### config.mk
export PLATFORM = sky130hd
export DESIGN_NAME = pokey_kbd_scan
export DESIGN_NICKNAME = d
export VERILOG_FILES = /design/src/rtl/pokey_kbd_scan.sv
export SDC_FILE = /design/constraint.sdc
export NUM_CORES = 1
export LEC_CHECK = 0
export CAP_MARGIN = 20
export CORE_ASPECT_RATIO = 1.25
export CORE_MARGIN = 5
export CORE_UTILIZATION = 52
export CTS_CLUSTER_SIZE = 28
export DETAILED_ROUTE_END_ITERATION = 16
export PLACE_DENSITY = 0.79
export SYNTH_ARGS = -nofsm -noshare
export SYNTH_HDL_FRONTEND = slang
export SYNTH_SLANG_ARGS = --single-unit
export TNS_END_PERCENT = 1
### constraint.sdc
create_clock -name clk -period 2.6 [get_ports clk]
set_input_delay 0.39 -clock clk [delete_from_list [all_inputs] [get_ports clk]]
set_output_delay 0.39 -clock clk [all_outputs]
set_load 0.01 [all_outputs]
### src/rtl/pokey_kbd_scan.sv
// pokey_kbd_scan
// ---------------------------------------------------------------------------
// Keyboard scan and debounce controller for the POKEY core.
//
// The block walks a 6-bit scan address across the keyboard matrix and
// samples two return lines. A small compare-latch state machine debounces
// key presses and releases. Accepted keys, status bits and interrupt pulses
// are handed to the register file.
//
// Ports
//   clk        : system clock, all state changes on the rising edge
//   rst_n      : asynchronous active-low reset
//   enp        : scan-rate enable, one scan step per clk with enp=1
//   scan_en    : SKCTL bit 1, 0 holds the scanner idle (synchronous)
//   deb_en     : SKCTL bit 0, 1 enables debounce
//   kr1_n      : key return for the current scan address, active low
//   kr2_n      : modifier / BREAK return, active low
//   k          : scan address driven to the keyboard matrix
//   kbcode     : {ctrl, shift, code[5:0]} of the last accepted key
//   key_down   : SKSTAT key-depressed flag, active high
//   shift_down : SKSTAT shift-depressed flag, active high
//   kbd_irq    : one-clk pulse when a key is accepted
//   brk_irq    : one-clk pulse when BREAK is pressed
// ---------------------------------------------------------------------------
module pokey_kbd_scan #(
   parameter logic [5:0] SHIFT_ADDR = 6'h10,
   parameter logic [5:0] CTRL_ADDR  = 6'h00,
   parameter logic [5:0] BREAK_ADDR = 6'h30
) (
   input  logic       clk,
   input  logic       rst_n,
   input  logic       enp,
   input  logic       scan_en,
   input  logic       deb_en,
   input  logic       kr1_n,
   input  logic       kr2_n,
   output logic [5:0] k,
   output logic [7:0] kbcode,
   output logic       key_down,
   output logic       shift_down,
   output logic       kbd_irq,
   output logic       brk_irq
);

   // Debounce states. CONFIRM waits one scan revisit before accepting a
   // press. RELEASE waits one scan revisit before accepting a release.
   typedef enum logic [1:0] {
      ST_IDLE    = 2'd0,
      ST_CONFIRM = 2'd1,
      ST_DOWN    = 2'd2,
      ST_RELEASE = 2'd3
   } state_t;

   state_t     state_q, state_d;
   logic [5:0] k_q, k_d;
   logic [5:0] cmp_q, cmp_d;
   logic [7:0] kbcode_q, kbcode_d;
   logic       key_down_q, key_down_d;
   logic       shift_q, shift_d;
   logic       ctrl_q, ctrl_d;
   logic       brk_q, brk_d;
   logic       kbd_irq_q, kbd_irq_d;
   logic       brk_irq_q, brk_irq_d;
   logic       match;

   // The compare latch holds the address that was first seen low. The state
   // machine acts only when the scan comes back around to that address.
   assign match = (cmp_q == k_q);

   // State register. Every output is taken directly from a flop.
   always_ff @(posedge clk or negedge rst_n) begin
      if (!rst_n) begin
         state_q    <= ST_IDLE;
         k_q        <= 6'h00;
         cmp_q      <= 6'h00;
         kbcode_q   <= 8'h00;
         key_down_q <= 1'b0;
         shift_q    <= 1'b0;
         ctrl_q     <= 1'b0;
         brk_q      <= 1'b0;
         kbd_irq_q  <= 1'b0;
         brk_irq_q  <= 1'b0;
      end else begin
         state_q    <= state_d;
         k_q        <= k_d;
         cmp_q      <= cmp_d;
         kbcode_q   <= kbcode_d;
         key_down_q <= key_down_d;
         shift_q    <= shift_d;
         ctrl_q     <= ctrl_d;
         brk_q      <= brk_d;
         kbd_irq_q  <= kbd_irq_d;
         brk_irq_q  <= brk_irq_d;
      end
   end

   // Next-state logic.
   //
   // A low scan_en overrides enp and parks the scanner. kbcode and the
   // compare latch are left untouched when the scanner is parked.
   //
   // When a key is accepted, the modifier bits in kbcode come from the
   // latch values before this step. A modifier sampled on the same step
   // therefore appears only in a later key code.
   always_comb begin
      state_d    = state_q;
      k_d        = k_q;
      cmp_d      = cmp_q;
      kbcode_d   = kbcode_q;
      key_down_d = key_down_q;
      shift_d    = shift_q;
      ctrl_d     = ctrl_q;
      brk_d      = brk_q;
      kbd_irq_d  = 1'b0;
      brk_irq_d  = 1'b0;

      if (!scan_en) begin
         k_d        = 6'h00;
         state_d    = ST_IDLE;
         key_down_d = 1'b0;
         shift_d    = 1'b0;
         ctrl_d     = 1'b0;
         brk_d      = 1'b0;
      end else if (enp) begin
         k_d = k_q + 6'd1;

         if (k_q == SHIFT_ADDR) begin
            shift_d = ~kr2_n;
         end
         if (k_q == CTRL_ADDR) begin
            ctrl_d = ~kr2_n;
         end
         if (k_q == BREAK_ADDR) begin
            brk_d     = ~kr2_n;
            brk_irq_d = ~kr2_n & ~brk_q;
         end

         case (state_q)
            ST_IDLE: begin
               if (!kr1_n) begin
                  cmp_d = k_q;
                  if (deb_en) begin
                     state_d = ST_CONFIRM;
                  end else begin
                     kbcode_d   = {ctrl_q, shift_q, k_q};
                     key_down_d = 1'b1;
                     kbd_irq_d  = 1'b1;
                     state_d    = ST_DOWN;
                  end
               end
            end
            ST_CONFIRM: begin
               if (match) begin
                  if (!kr1_n) begin
                     kbcode_d   = {ctrl_q, shift_q, cmp_q};
                     key_down_d = 1'b1;
                     kbd_irq_d  = 1'b1;
                     state_d    = ST_DOWN;
                  end else begin
                     state_d = ST_IDLE;
                  end
               end
            end
            ST_DOWN: begin
               if (match && kr1_n) begin
                  if (deb_en) begin
                     state_d = ST_RELEASE;
                  end else begin
                     state_d    = ST_IDLE;
                     key_down_d = 1'b0;
                  end
               end
            end
            ST_RELEASE: begin
               if (match) begin
                  if (kr1_n) begin
                     state_d    = ST_IDLE;
                     key_down_d = 1'b0;
                  end else begin
                     state_d = ST_DOWN;
                  end
               end
            end
            default: begin
               state_d = ST_IDLE;
            end
         endcase
      end
   end

   assign k          = k_q;
   assign kbcode     = kbcode_q;
   assign key_down   = key_down_q;
   assign shift_down = shift_q;
   assign kbd_irq    = kbd_irq_q;
   assign brk_irq    = brk_irq_q;

endmodule

==> impl_metrics.tcl, run 1 <==
set metrics [dict create \
    ctsHoldBuffers 0 \
    synthCells 132 \
    end_kind "flop" \
    dp_hpwl_um 1917 \
    netlist_area_um2 1493 \
    arrival_ns 2.31 \
    grt_setup_unrepaired "false" \
    min_period_ns 2.081 \
    hold_class "input port to async pin" \
    finalSetupViolCount 0 \
    p_per_area_nw_per_um2 536.2 \
    ys_ff_latch 28 \
    fp.coreArea_um2 2733 \
    period_share_pct 80.05 \
    fin_skew_ns 0.005678 \
    fp.dieH_um 69.90 \
    setup_slack_ns 0.5188 \
    drive_above_1_share_pct 17.11 \
    routedWlPerCell_um 14.09 \
    busiest_layer "met2" \
    synthMuxAreaShare_pct 16.93 \
    path_cells "xor2_1 -> nor4_2 -> a31oi_1 -> or2_1 -> mux2_4" \
    power_frac_comb_pct 22.3 \
    synth-simple-area-share_pct 13.66 \
    drtIter0Drc 31 \
    ios 25 \
    cts.path.max_buffers 2 \
    worstSetupPathType "flop to flop" \
    cts_root_buffer "clkbuf_4" \
    antenna_found_initial 0 \
    grt_pass1_wl_um 4560 \
    htreeDepth 1 \
    ir_drop_uv 383.0 \
    max_stage_delay_ns 0.50 \
    slew_headroom_pct 63.33 \
    cts_tree "done" \
    status "complete, no violations" \
    p_leak_uw 0.0008545 \
    groute.usage.overall_pct 14.31 \
    grt_pass1_vias 985 \
    fillCellCount 214 \
    finish.utilization_pct 63.69 \
    nets 162 \
    avgSynthCellArea_um2 11.31 \
    clkPwrFrac_pct 22.6 \
    yosysSeqAreaShare_pct 46.94 \
    finalWeightedCongestion 0.7999 \
    pwr-share-seq_pct 55.1 \
    power.net_switching_uw 257.7 \
    dpl_worst_slack_ns 0.4923 \
    cp_max_fo 10 \
    holdWs_ns 0.4069 \
    drv_slew 0 \
    synth_edf_count 0 \
    clock-sinks 28 \
    clock_latency_ns 0.33 \
    met3_usage_pct 2.947 \
    post_cts_buffers 0 \
    die_area_um2 4049 \
    reg2reg_setup_slack_ns 0.52 \
    cp_slowest_cell "dfrtp_1" \
    grt_start_max_net_pins 29 \
    syn-num-nets 141 \
    crit_family "simple AND/OR/NAND/NOR gates" \
    grt_overflow_total 0 \
    path_clk_slew_ns 0.15 \
    worstMarginPinSlew_ns 0.5489 \
    cts_resized 0 \
    drt-total-wl_um 2621 \
    drc 0 \
    worst-path-buf-inv 0 \
    area_growth_pct 16.60 \
    total_power_uw 933.2 \
    hold_viol 0 \
    fmax_mhz 480.5 \
    required_ns 2.83 \
    synth_top_family_by_area "multiplexers" \
    io_buffers 24 \
    synth_compound_area_share_pct 7.041 \
    netSwitchingFraction_pct 27.62 \
    synth_xor_xnor_area_share_pct 6.454 \
    synthDistinctLibCells 33 \
    use_met2_pct 22.86 \
    diodes 0 \
    synth_flop_cell "dfrtp_1" \
    grtUsageMet1_pct 18.36 \
    numCtsBuffers 3 \
    critPathLaunchType "flop" \
    internal-power_uw 675.4 \
    avgViaCountPerCell 5.349 \
    drv_cap 0 \
    die_x_um 57.92 \
    fin_setup_tns_ns 0 \
    vias 995 \
    start_util_pct 54.62 \
    drtPass1Iterations 4 \
    synth_fa_ha_area_share_pct 1.676 \
    ant_nets 0 \
    rows 21 \
    async_reset_ff_share_pct 100.0 \
    yosys_warnings 0 \
]
==> worst register-to-register path: stages (launching register included) <==
cell,delay (ns)
dfrtp_1,0.50
xor2_1,0.21
nor4_2,0.36
a31oi_1,0.13
or2_1,0.42
mux2_4,0.37
==> synthesized netlist by cell type (3+ instances only) <==
| master | number | area [µm²] |
|---|---|---|
| o21ai_0 | 7 | 35.03 |
| inv_1 | 6 | 22.52 |
| mux2_2 | 10 | 112.6 |
| buf_4 | 3 | 22.52 |
| nor2_1 | 7 | 26.28 |
| dfrtp_1 | 28 | 700.7 |
| xnor2_1 | 4 | 35.03 |
| nand2_1 | 11 | 41.29 |
| xor2_1 | 7 | 61.31 |
| mux2_4 | 8 | 120.1 |
| and2_1 | 7 | 43.79 |
| buf_6 | 5 | 56.30 |
==> sequential cells by signal, summed over array words and instances (netlist names), 2 cells and up <==
| name | count |
|---|---|
| cmp_q | 6 |
| kbcode | 8 |
| k | 6 |
| state_q | 2 |
==> cells by family (layout without fill, tap and decap cells) <==
| group | Yosys count | after routing |
|---|---|---|
| xor gates and xnor gates | 11 | 11 |
| adders and majority gates | 2 | 2 |
| DFF | 28 | 28 |
| muxes | 20 | 20 |
| and+or+nand+nor | 38 | 38 |
| buffers and inverters | 16 | 36 |
| AOI/OAI and AO/OA | 17 | 17 |
==> metrics by stage <==
stage	area (µm²)	instances
2_1_floorplan	1493	132
3_3_place_gp	1704	182
3_5_place_dp	1704	182
4_1_cts	1740	186
5_1_grt	1740	186
6_report	1740	186
==> area by class of cell <==
class	instances	area, µm²	area share [%]
Sequential cell	28	700.7	40.26
Timing Repair Buffer	26	255.2	14.67
Clock buffer	4	36.28	2.085
Multi-Input combinational cell	88	683.2	39.25
Tap cell	34	42.54	2.444
Inverter	6	22.52	1.294
==> placed cells by master, fill, tap and decap left out, types with 3 or more instances in the layout <==
cell type / n
inv_1: 6
o21ai_0: 7
clkbuf_4: 3
and2_1: 7
nand2_1: 11
xnor2_1: 4
nor2_1: 7
mux2_4: 8
dfrtp_1: 28
mux2_2: 10
clkdlybuf4s50_1: 24
xor2_1: 7
==> power by group through the flow <==
| stage | clock [µW] | combinational (µW) | sequential [µW] |
|---|---|---|---|
| detailed placement | 0 | 211 | 523 |
| finish | 211 | 208 | 514 |
| global placement | 0 | 202 | 521 |
| CTS | 222 | 211 | 514 |
| floorplan | 0 | 139 | 515 |
| global route | 228 | 230 | 521 |
==> path summary, 6_finish.rpt <==
| kind | from | to | depth (start not counted) |
|---|---|---|---|
| min in group clk | brk_q | brk_irq | 1 |
| worst max register to register | k[3] | kbcode[6] | 5 |
| worst min register to register | brk_q | brk_irq | 1 |
| max in group asynchronous | rst_n | brk_irq | 2 |
| worst max-delay path | k[3] | kbcode[6] | 5 |
| worst min-delay path | rst_n | state_q[1] | 2 |
==> layer usage <==
metal,up-vias,share of wire [%]
li1,487,-
met1,476,44
met2,28,50
met3,4,5.1
met4,0,1.3
met5,-,0
No activity file was read; power rests on OpenSTA's default activity.
==> inputs of run 2 (changes only) <==
clock period = 2.1 ns   (was 2.6 ns; I/O delays follow)
==> impl_metrics.tcl, run 2 (synthesized netlist as in run 1, its figures left out) <==
set metrics [dict create \
    drive_above_1_share_pct 21.25 \
    cts_resized 0 \
    worstMarginPinSlew_ns 0.5035 \
    drc 0 \
    hold_class "input port to async pin" \
    critPathLaunchType "flop" \
    die_x_um 57.92 \
    antenna_found_initial 0 \
    power.net_switching_uw 329.6 \
    post_cts_buffers 0 \
    area_growth_pct 21.71 \
    diodes 0 \
    status "complete, no violations" \
    path_clk_slew_ns 0.16 \
    setup_slack_ns 0.2054 \
    ir_drop_uv 463.9 \
    arrival_ns 2.13 \
    clkPwrFrac_pct 28.3 \
    p_per_area_nw_per_um2 693.9 \
    ios 25 \
    start_util_pct 54.62 \
    period_share_pct 90.22 \
    place_area_um2 1764 \
    final_cell_mix "28 x dfrtp_1, 24 x clkdlybuf4s50_1, 11 x nand2_1" \
    pwr-share-seq_pct 50.6 \
    slew_headroom_pct 66.31 \
    ctsHoldBuffers 0 \
    cts_tree "done" \
    cts.path.max_buffers 2 \
    fp.coreArea_um2 2733 \
    die_area_um2 4049 \
    avgViaCountPerCell 5.448 \
    internal-power_uw 931.0 \
    vias 1057 \
    drtIter0Drc 28 \
    grt_pass1_wl_um 4761 \
    numCtsBuffers 3 \
    p_leak_uw 0.0009024 \
    ant_nets 0 \
    grt_overflow_total 0 \
    grt_setup_unrepaired "false" \
    stdcell_area_um2 1817 \
    layout_commonest_cell "dfrtp_1" \
    cts_root_buffer "clkbuf_4" \
    grt_pass1_vias 1071 \
    nets 170 \
    finalSetupViolCount 0 \
    io_buffers 24 \
    clock_latency_ns 0.33 \
    clock-sinks 28 \
    drtPass1Iterations 4 \
    finalWeightedCongestion 0.7449 \
    fin_skew_ns 0.007176 \
    dp_hpwl_um 2139 \
    drv_slew 0 \
    routedWlPerCell_um 14.69 \
    required_ns 2.34 \
    largest_reg_flops 8 \
    worstSetupPathType "flop to flop" \
    fp.dieH_um 69.90 \
    drv_cap 0 \
    grt_start_max_net_pins 29 \
    fin_setup_tns_ns 0 \
    cp_max_fo 10 \
    netSwitchingFraction_pct 26.14 \
    drt-total-wl_um 2850 \
    rows 21 \
    dpl_worst_slack_ns 0.2318 \
    htreeDepth 1 \
    hold_viol 0 \
    groute.usage.overall_pct 15.05 \
    min_period_ns 1.895 \
    power_frac_comb_pct 21.1 \
    end_kind "flop" \
    fmax_mhz 527.8 \
]
run 2: cell type report:
cell class / count / area [µm²]
Multi-Input combinational cell: 88 / 683.2
Clock buffer: 3 / 22.52
Fill cell: 221 / 915.9
Inverter: 6 / 22.52
Tap cell: 34 / 42.54
Sequential cell: 28 / 700.7
Timing Repair Buffer: 34 / 315.3
Clock inverter: 1 / 30.03
run 2: per-layer routing:
layer | track usage, % | part of all wire [%] | wire, µm | up-vias
li1 | - | - | - | 505
met1 | 18.74 | 44 | 1249 | 517
met2 | 25.13 | 50 | 1433 | 31
met3 | 2.578 | 4.3 | 123 | 4
met4 | 6.443 | 1.5 | 43 | 0
met5 | 0 | 0 | 0 | -
run 2: worst max-delay path, stage by stage, from the launching register on:
cell	delay, ns
dfrtp_1	0.45
xor2_1	0.17
nor4_2	0.34
a31oi_1	0.11
or2_1	0.22
buf_4	0.19
mux2_4	0.31
run 2: metrics by stage:
stage | utilization [%] | hold slack (ns) | cells | power [µW]
after floorplan | - | 0.01941 | 132 | 809.9
after global placement | 64.56 | 0.4202 | 190 | 902.8
after detailed placement | 64.56 | 0.4430 | 190 | 915.7
after CTS | 66.48 | 0.3415 | 194 | 1272
after global routing | 66.48 | 0.3727 | 194 | 1316
final | 66.48 | 0.3372 | 194 | 1261
run 2: path summary, 6_finish.rpt:
path                          start         to  slack (ns)  depth (start not counted)
setup reg to reg           cmp_q[3]  kbcode[7]        0.21                          6
min in group clk              brk_q    brk_irq        0.46                          1
max in group asynchronous     rst_n  kbcode[2]        1.50                          2
setup / recovery           cmp_q[3]  kbcode[7]        0.21                          6
hold / removal                rst_n   cmp_q[3]        0.34                          2
hold reg to reg               brk_q    brk_irq        0.46                          1
run 2: power groups by stage:
stage	registers, µW	clock network (µW)	logic [µW]
6_report	637	357	266
5_1_grt	644	383	289
4_1_cts	637	365	270
3_5_place_dp	648	0	268
3_3_place_gp	644	0	259
2_1_floorplan	638	0	172
==> inputs of run 3 (changes only) <==
ABC_CLOCK_PERIOD_IN_PS = 2100   (was not set)
CAP_MARGIN = not set   (was 20)
==> results of run 3 <==
Same layout as run 2: the final DEF is identical, and so are final timing and power.
